## src/rtl/button_input.sv

```systemverilog
// ---------------------------------------------------------------------------
// button_input
//
// Debounced push-button front end for a CPU port_in register.
//
// Each active-low button is brought into the clk domain by a two-flop
// synchronizer, then debounced: a new level is accepted only after the
// synchronized input has disagreed with the current debounced level for
// DEBOUNCE_CYCLES consecutive cycles. Debounced edges raise sticky per-button
// press/release flags. The CPU clears these flags with a masked acknowledge.
// A wrapping 8-bit counter tallies press events.
//
// Parameters
//   WIDTH_IN         number of buttons
//   WIDTH_REG        width of the status word (3*WIDTH_IN+8 <= WIDTH_REG)
//   DEBOUNCE_CYCLES  stable cycles needed to accept a new level (>= 2)
//
// Ports
//   clk           system clock; all state changes on its rising edge
//   reset         asynchronous reset, active low
//   btn_raw       raw button inputs, active low (0 = pressed)
//   ack_valid     one-cycle request to clear the flags selected by ack_mask
//   ack_mask      per-button select for ack_valid
//   port_in_data  status word:
//                   [WIDTH_IN-1:0]            pressed level (1 = pressed)
//                   [2*WIDTH_IN-1:WIDTH_IN]   press flags
//                   [3*WIDTH_IN-1:2*WIDTH_IN] release flags
//                   [WIDTH_REG-1:WIDTH_REG-8] press count
//                   all other bits 0
//   irq           registered OR of the press flags
// ---------------------------------------------------------------------------
module button_input #(
  parameter int unsigned WIDTH_IN        = 4,
  parameter int unsigned WIDTH_REG       = 32,
  parameter int unsigned DEBOUNCE_CYCLES = 240000
) (
  input  logic                 clk,
  input  logic                 reset,
  input  logic [WIDTH_IN-1:0]  btn_raw,
  input  logic                 ack_valid,
  input  logic [WIDTH_IN-1:0]  ack_mask,
  output logic [WIDTH_REG-1:0] port_in_data,
  output logic                 irq
);

  localparam int unsigned CntW = $clog2(DEBOUNCE_CYCLES);
  localparam logic [CntW-1:0] CntMax = CntW'(DEBOUNCE_CYCLES - 1);

  // Synchronizer and debounce state
  logic [WIDTH_IN-1:0]           sync1_q, sync2_q;
  logic [WIDTH_IN-1:0]           stable_q, stable_d;
  // Previous debounced level, used to detect debounced edges
  logic [WIDTH_IN-1:0]           stable_dly_q;
  logic [WIDTH_IN-1:0][CntW-1:0] cnt_q, cnt_d;

  // Event flags and counter
  logic [WIDTH_IN-1:0]  press_flag_q, press_flag_d;
  logic [WIDTH_IN-1:0]  release_flag_q, release_flag_d;
  logic [7:0]           press_count_q, press_count_d;

  // Output registers
  logic [WIDTH_REG-1:0] port_q, port_d;
  logic                 irq_q, irq_d;

  logic [WIDTH_IN-1:0]  press_evt, release_evt, ack_clr;
  logic [7:0]           n_press;

  // Debounce: count consecutive disagreeing cycles, accept on the last one.
  always_comb begin
    stable_d = stable_q;
    cnt_d    = '0;
    for (int i = 0; i < WIDTH_IN; i++) begin
      if (sync2_q[i] != stable_q[i]) begin
        if (cnt_q[i] == CntMax) begin
          stable_d[i] = sync2_q[i];
        end else begin
          cnt_d[i] = cnt_q[i] + CntW'(1);
        end
      end
    end
  end

  // Buttons are active low: a falling debounced level is a press.
  assign press_evt   = stable_dly_q & ~stable_q;
  assign release_evt = ~stable_dly_q & stable_q;
  assign ack_clr     = ack_valid ? ack_mask : '0;

  always_comb begin
    n_press = '0;
    for (int i = 0; i < WIDTH_IN; i++) begin
      n_press = n_press + 8'(press_evt[i]);
    end
  end

  // Set is ORed in after the clear so a same-cycle event wins over an ack.
  always_comb begin
    press_flag_d   = (press_flag_q & ~ack_clr) | press_evt;
    release_flag_d = (release_flag_q & ~ack_clr) | release_evt;
    press_count_d  = press_count_q + n_press;
    irq_d          = |press_flag_q;
  end

  // The status word is built from next-state values so it changes on the
  // same edge as the internal level, flag and counter registers.
  always_comb begin
    port_d                                  = '0;
    port_d[WIDTH_IN-1:0]                    = ~stable_d;
    port_d[2*WIDTH_IN-1 -: WIDTH_IN]        = press_flag_d;
    port_d[3*WIDTH_IN-1 -: WIDTH_IN]        = release_flag_d;
    port_d[WIDTH_REG-1 -: 8]                = press_count_d;
  end

  always_ff @(posedge clk or negedge reset) begin
    if (!reset) begin
      sync1_q        <= '1;
      sync2_q        <= '1;
      stable_q       <= '1;
      stable_dly_q   <= '1;
      cnt_q          <= '0;
      press_flag_q   <= '0;
      release_flag_q <= '0;
      press_count_q  <= '0;
      port_q         <= '0;
      irq_q          <= 1'b0;
    end else begin
      sync1_q        <= btn_raw;
      sync2_q        <= sync1_q;
      stable_q       <= stable_d;
      stable_dly_q   <= stable_q;
      cnt_q          <= cnt_d;
      press_flag_q   <= press_flag_d;
      release_flag_q <= release_flag_d;
      press_count_q  <= press_count_d;
      port_q         <= port_d;
      irq_q          <= irq_d;
    end
  end

  assign port_in_data = port_q;
  assign irq          = irq_q;

endmodule

```

## config.mk

```make
export PLATFORM = sky130hd
export DESIGN_NAME = button_input
export DESIGN_NICKNAME = d
export VERILOG_FILES = /design/src/rtl/button_input.sv
export SDC_FILE = /design/constraint.sdc
export NUM_CORES = 1
export LEC_CHECK = 0
export ABC_AREA = 1
export CORE_UTILIZATION = 45
export DETAILED_ROUTE_END_ITERATION = 8
export PLACE_DENSITY = 0.67
export SLEW_MARGIN = 5
export SYNTH_ARGS = -nofsm -noshare
export SYNTH_HDL_FRONTEND = slang
export SYNTH_SLANG_ARGS = --single-unit
```

## constraint.sdc

```tcl
create_clock -name clk -period 2.7 [get_ports clk]
set_clock_uncertainty 0.15 [all_clocks]
set_input_delay 0.54 -clock clk [delete_from_list [all_inputs] [get_ports clk]]
set_output_delay 0.54 -clock clk [all_outputs]
set_load 0.005 [all_outputs]
```

==> impl_metrics.env, run 1 <==
export IMPL_status="complete, but fails checks"
export IMPL_violations="design-rule violations"
export IMPL_fill_cells=1052
export IMPL_power_mw=3.15
export IMPL_routedWlPerCell_um=12.5
export IMPL_synth_cell_type_count=30
export IMPL_route_detailed_drc=4
export IMPL_dpl_cell_area_um2=5870
export IMPL_netlist_area_um2=5400
export IMPL_drive_gt1_frac=0.131
export IMPL_rsz0062_at_grt="no"
export IMPL_syn_mean_instance_area_um2=8.49
export IMPL_pwr_share_seq=0.532
export IMPL_grt_total_usage=0.181
export IMPL_grt_overflow=0
export IMPL_vias=4060
export IMPL_hp_class="input port to async pin"
export IMPL_clk_insertion_delay_late_ps=350
export IMPL_p_leak_nw=2.69
export IMPL_gp_congestion=0.888
export IMPL_final_nets=700
export IMPL_internal_power_mw=2.44
export IMPL_routed_wirelength_um=10400
export IMPL_die_h_um=112
export IMPL_hold_viol=0
export IMPL_timing_hold_ws_ps=17.8
export IMPL_fp_row_count=39
export IMPL_timing_slew_headroom=0.631
export IMPL_max_cap_viol_count=0
export IMPL_r2r_slack_ps=170
export IMPL_routed_via_density=4.90
export IMPL_detail_route_antenna_nets=0
export IMPL_pwr_share_clk=0.433
export IMPL_cts_made_buffers=9
export IMPL_fin_crit_sh=0.937
export IMPL_synth_seq_cells=109
export IMPL_die_w_um=112
export IMPL_syn_inst=636
export IMPL_required_ps=2790
export IMPL_p_comb_frac=0.035
export IMPL_die_area_um2=12400
export IMPL_peakVddDrop_uv=368
export IMPL_setup_tns_final_ps=0
export IMPL_yosys_warnings=0
export IMPL_setup_viol=0
export IMPL_p_sw_uw=704
export IMPL_slew_violations=0
export IMPL_clock_sinks=109
export IMPL_start_util=0.467
export IMPL_htree_levels=3
export IMPL_clk_pin_slew_ps=80
export IMPL_placedCellCount=812
export IMPL_worst_pin_slew_ps=554
export IMPL_yosysSeqAreaShare=0.509
export IMPL_antenna_found_initial=0
export IMPL_initialDrtViolationCount=213
export IMPL_grt_pass1_wl_um=17800
export IMPL_rr_worst_depth=7
export IMPL_cts_buffer_depth=2
export IMPL_min_period_ps=2530
export IMPL_hpwl_um=7570
export IMPL_cp_start_kind="register"
export IMPL_syn_to_final_growth_pct=14.6
export IMPL_grt_pass1_vias=3959
export IMPL_timing_rr_start="stable_dly_q[0]$_DFF_PN1_"
export IMPL_grt_max_degree=50
export IMPL_io_buffers=31
export IMPL_fmax_mhz=395
export IMPL_clock_root_buffer="clkbuf_16"
export IMPL_drt_pass1_iter_count=7
export IMPL_switching_share=0.224
export IMPL_worst_setup_path_end_kind="register"
export IMPL_power_density_nw_per_um2=508
export IMPL_core_area_um2=11600
export IMPL_worst_path_max_fanout=2
export IMPL_critPathKind="register to register"
export IMPL_layoutNonFillerInstCount=829
export IMPL_r2r_end="press_count_q[6]$_DFF_PN0_"
export IMPL_cp_arrival_ps=2620
export IMPL_io_pins=44
export IMPL_fin_area_um2=6190
export IMPL_cts_tree="yes"
export IMPL_diodes=0
[critical path, cell delays in order (launching register included)]
cell and delay, ps:
dfstp_2 530, nand2_1 90, fa_1 500, fa_2 380
fa_2 400, nor2_2 130, nand3_1 100, xnor2_1 140
[layout by cell type, fill, tap and decap left out, types with 3 or more instances in the layout]
cell             netlist  layout
o21ai_0                8       8
xnor2_1               18      18
nand2_1              120     120
nand4_1               10      10
dfstp_2               16      16
nand3_1               40      40
conb_1                 1      12
o21ai_2                4       4
ha_1                   5       5
nor2_2                18      19
inv_1                 69      69
dfrtp_1               93      93
clkdlybuf4s50_1        0      30
nor3_1                 9       9
nor2_4                 3       3
inv_2                  4       4
o21bai_1               3       3
nor2_1               140     139
xor2_1                24      24
nand3_2                4       4
a21oi_1               11      11
nand2_2               12      12
buf_4                 12       6
clkbuf_16              0       9
[per-stage QoR]
stage / util / setup WS (ps)
finish: 0.535 / 170
CTS: 0.534 / 32.9
detailed placement: 0.507 / 2.63
global route: 0.535 / 17.5
floorplan: - / 74.7
global placement: 0.507 / 57.4
[how the worst max path moves through the flow]
| stage | from | endpoint | slack (ps) |
|---|---|---|---|
| finish | stable_dly_q[0]$_DFF_PN1_ | press_count_q[6]$_DFF_PN0_ | 170 |
| global route | stable_dly_q[0]$_DFF_PN1_ | press_count_q[6]$_DFF_PN0_ | 20 |
| CTS | stable_q[0]$_DFF_PN1_ | press_count_q[6]$_DFF_PN0_ | 30 |
| detailed placement | stable_q[0]$_DFF_PN1_ | press_count_q[6]$_DFF_PN0_ | 3 |
| global placement | stable_q[0]$_DFF_PN1_ | press_count_q[6]$_DFF_PN0_ | 60 |
| floorplan | stable_q[2]$_DFF_PN1_ | press_count_q[6]$_DFF_PN0_ | 70 |
[flip-flops by register name, indices dropped and copies added, names as in the netlist]
register / cells
cnt_q: 72
irq: 1
port_in_data: 7
press_count_q: 7
press_flag_q: 3
release_flag_q: 3
stable_dly_q: 4
stable_q: 4
sync1_q: 4
sync2_q: 4
[final cells by class]
cell class                 count  area (um^2)  area share
inverter                      73          274      0.0443
clock inverter                 6         71.3      0.0115
timing repair buffer          37          365      0.0590
clock buffer                  10          239      0.0386
tap                          143          179      0.0289
multi-input combinational    451         2320       0.374
sequential                   109         2750       0.444
[kinds of logic (layout without fill, tap and decap cells)]
logic type / Yosys count / in the layout / synth area share
AO/OA/AOI/OAI: 27 / 27 / 0.0294
flip-flops: 109 / 109 / 0.509
XOR/XNOR: 45 / 45 / 0.0771
AND/OR/NAND/NOR: 359 / 359 / 0.290
buffers and inverters: 87 / 126 / 0.0716
adder cells (fa/ha/maj): 8 / 8 / 0.0227
other: 1 / 12 / 0.000694
[layer usage]
metal | part of all wire | up-vias | wire length, um | GRT usage
met2 | 0.48 | 79 | 4960 | 0.298
li1 | - | 2036 | - | -
met1 | 0.46 | 1932 | 4780 | 0.227
met5 | 0 | - | 0 | 0
met4 | 0.014 | 0 | 143 | 0.0604
met3 | 0.048 | 13 | 503 | 0.0544
[power groups by stage]
| stage | registers (mW) | clock network (mW) | logic [mW] |
|---|---|---|---|
| floorplan | 1.70 | 0 | 0.0632 |
| finish | 1.68 | 1.36 | 0.110 |
| detailed placement | 1.71 | 0 | 0.114 |
| global route | 1.68 | 1.47 | 0.131 |
| global placement | 1.70 | 0 | 0.111 |
| CTS | 1.68 | 1.40 | 0.115 |
[synthesized netlist by cell type]
cell / instances / area share
ha_1: 5 / 0.012
or4_1: 1 / 0.0014
buf_6: 2 / 0.0042
nor2_1: 140 / 0.097
xor2_1: 24 / 0.039
nand3_1: 40 / 0.037
o21ai_2: 4 / 0.0065
nand2_2: 12 / 0.014
and2_1: 1 / 0.0012
a21oi_1: 11 / 0.010
nor3_1: 9 / 0.0083
fa_1: 3 / 0.011
nand4_1: 10 / 0.012
xnor2_2: 1 / 0.0030
xor2_2: 2 / 0.0060
nand3_2: 4 / 0.0074
nor2_4: 3 / 0.0063
xnor2_1: 18 / 0.029
inv_2: 4 / 0.0028
a31oi_1: 1 / 0.0012
dfstp_2: 16 / 0.078
buf_4: 12 / 0.017
o21ai_0: 8 / 0.0074
conb_1: 1 / 0.00069
and3_1: 1 / 0.0012
dfrtp_1: 93 / 0.43
nor2_2: 18 / 0.021
nand2_1: 120 / 0.083
o21bai_1: 3 / 0.0042
inv_1: 69 / 0.048
[timing repair]
item                       CTS  global route
setup endpoints to repair    1             4
buffers inserted             0             1
hold buffers                 0             0
pin swaps                    0             4
resized for setup            1             2
(Power assumes the default switching activity.)
==> run 2, diff against run 1 <==
CORE_MARGIN = 2   (was unset)
PLACE_DENSITY = unset   (was 0.67)
PLACE_DENSITY_LB_ADDON = 0.15   (was unset)
==> impl_metrics.env, run 2 (same netlist as run 1, synthesis figures left out) <==
export IMPL_route_detailed_drc=0
export IMPL_clk_insertion_delay_late_ps=340
export IMPL_status="finished, final reports clean"
export IMPL_gp_congestion=0.868
export IMPL_fmax_mhz=391
export IMPL_clock_root_buffer="clkbuf_16"
export IMPL_rsz0062_at_grt="no"
export IMPL_cts_hold_buf=0
export IMPL_clk_pin_slew_ps=70
export IMPL_grt_max_degree=41
export IMPL_slew_violations=0
export IMPL_hp_class="input port to async pin"
export IMPL_start_util=0.455
export IMPL_hold_viol=0
export IMPL_vias=3925
export IMPL_largest_reg_flops=72
export IMPL_detail_route_antenna_nets=0
export IMPL_htree_levels=3
export IMPL_p_leak_nw=2.70
export IMPL_cts_made_buffers=9
export IMPL_setup_viol=0
export IMPL_fin_util=0.522
export IMPL_initialDrtViolationCount=252
export IMPL_dpl_worst_slack_ps=-5.68
export IMPL_fin_crit_sh=0.947
export IMPL_grt_total_usage=0.173
export IMPL_clock_sinks=109
export IMPL_final_nets=700
export IMPL_syn_to_final_growth_pct=14.7
export IMPL_fp_row_count=40
export IMPL_critPathKind="register to register"
export IMPL_die_area_um2=12900
export IMPL_fill_cells=1108
export IMPL_required_ps=2790
export IMPL_min_period_ps=2560
export IMPL_drt_pass1_iter_count=4
export IMPL_cp_start_kind="register"
export IMPL_grt_overflow=0
export IMPL_routed_wirelength_um=10200
export IMPL_dpl_cell_area_um2=5880
export IMPL_drive_gt1_frac=0.126
export IMPL_io_pins=44
export IMPL_cts_tree="yes"
export IMPL_routedWlPerCell_um=12.3
export IMPL_power_mw=3.18
export IMPL_worst_path_max_fanout=2
export IMPL_layout_commonest_cell="nor2_1"
export IMPL_power_density_nw_per_um2=513
export IMPL_cts_buffer_depth=2
export IMPL_fin_area_um2=6200
export IMPL_worst_setup_path_end_kind="register"
export IMPL_hpwl_um=7530
export IMPL_routed_via_density=4.72
export IMPL_most_common_layout_cells="139 x nor2_1, 120 x nand2_1, 93 x dfrtp_1, 69 x inv_1, 40 x nand3_1"
export IMPL_timing_rr_start="stable_q[0]$_DFF_PN1_"
export IMPL_r2r_end="press_count_q[6]$_DFF_PN0_"
export IMPL_worst_slack_ps=143
export IMPL_antenna_found_initial=0
export IMPL_diodes=0
export IMPL_rr_worst_depth=8
export IMPL_peakVddDrop_uv=399
export IMPL_grt_pass1_wl_um=17800
export IMPL_cp_arrival_ps=2640
export IMPL_die_w_um=114
export IMPL_r2r_slack_ps=140
export IMPL_max_cap_viol_count=0
export IMPL_die_h_um=114
export IMPL_largest_register="cnt_q"
export IMPL_core_area_um2=11900
export IMPL_grt_pass1_vias=3912
export IMPL_io_buffers=31
==> run 2: changes by cell type in the layout (fill, tap and decap cells not counted), sizes merged <==
cell and delta:
inv -1, clkinvlp -2, clkbuf +3, bufinv +1, clkinv -2
==> run 2: area by class of cell <==
cell class,instances,area (um^2),share of cell area
clock inverter,2,60.1,0.00969
tap,147,184,0.0297
timing repair buffer,37,365,0.0590
multi-input combinational,451,2320,0.374
clock buffer,13,250,0.0404
inverter,73,274,0.0442
sequential,109,2750,0.443
==> run 2: how the worst max path moves through the flow <==
stage,startpoint,end
global route,stable_q[0]$_DFF_PN1_,press_count_q[6]$_DFF_PN0_
floorplan,stable_q[2]$_DFF_PN1_,press_count_q[6]$_DFF_PN0_
finish,stable_q[0]$_DFF_PN1_,press_count_q[6]$_DFF_PN0_
CTS,stable_q[0]$_DFF_PN1_,press_count_q[6]$_DFF_PN0_
detailed placement,stable_q[0]$_DFF_PN1_,press_count_q[6]$_DFF_PN0_
global placement,stable_q[0]$_DFF_PN1_,press_count_q[6]$_DFF_PN0_
==> run 2: where the power goes <==
group	total [mW]	switching [mW]	internal [mW]	leakage, nW
combinational	0.112	0.0757	0.0358	1.11
clock	1.39	0.559	0.835	0.150
sequential	1.67	0.0167	1.66	1.44
total	3.18	0.651	2.53	2.70
==> run 2: routing by layer <==
layer | global-route usage | part of all wire
met1 | 0.222 | 0.48
met2 | 0.285 | 0.47
met3 | 0.0563 | 0.045
met4 | 0.0439 | 0.0041
met5 | 0 | 0
==> run 2: critical path, stage by stage, from the launching register on <==
cell,delay [ps]
dfstp_2,530
inv_1,40
nand2_1,90
fa_1,450
fa_2,420
fa_2,370
nor2_2,150
nand3_1,110
xnor2_1,140
==> run 2: timing repair <==
action,in CTS,in global routing
setup endpoints to repair,1,1
setup buffers,0,0
gates resized for setup,2,1
==> run 2: per-stage QoR <==
step	std cells	hold slack, ps	TNS [ps]
after floorplan	647	94.4	0
after global placement	817	198	0
after detailed placement	817	197	-5.68
after CTS	832	13.9	0
after global routing	832	30.5	0
final	832	8.59	0
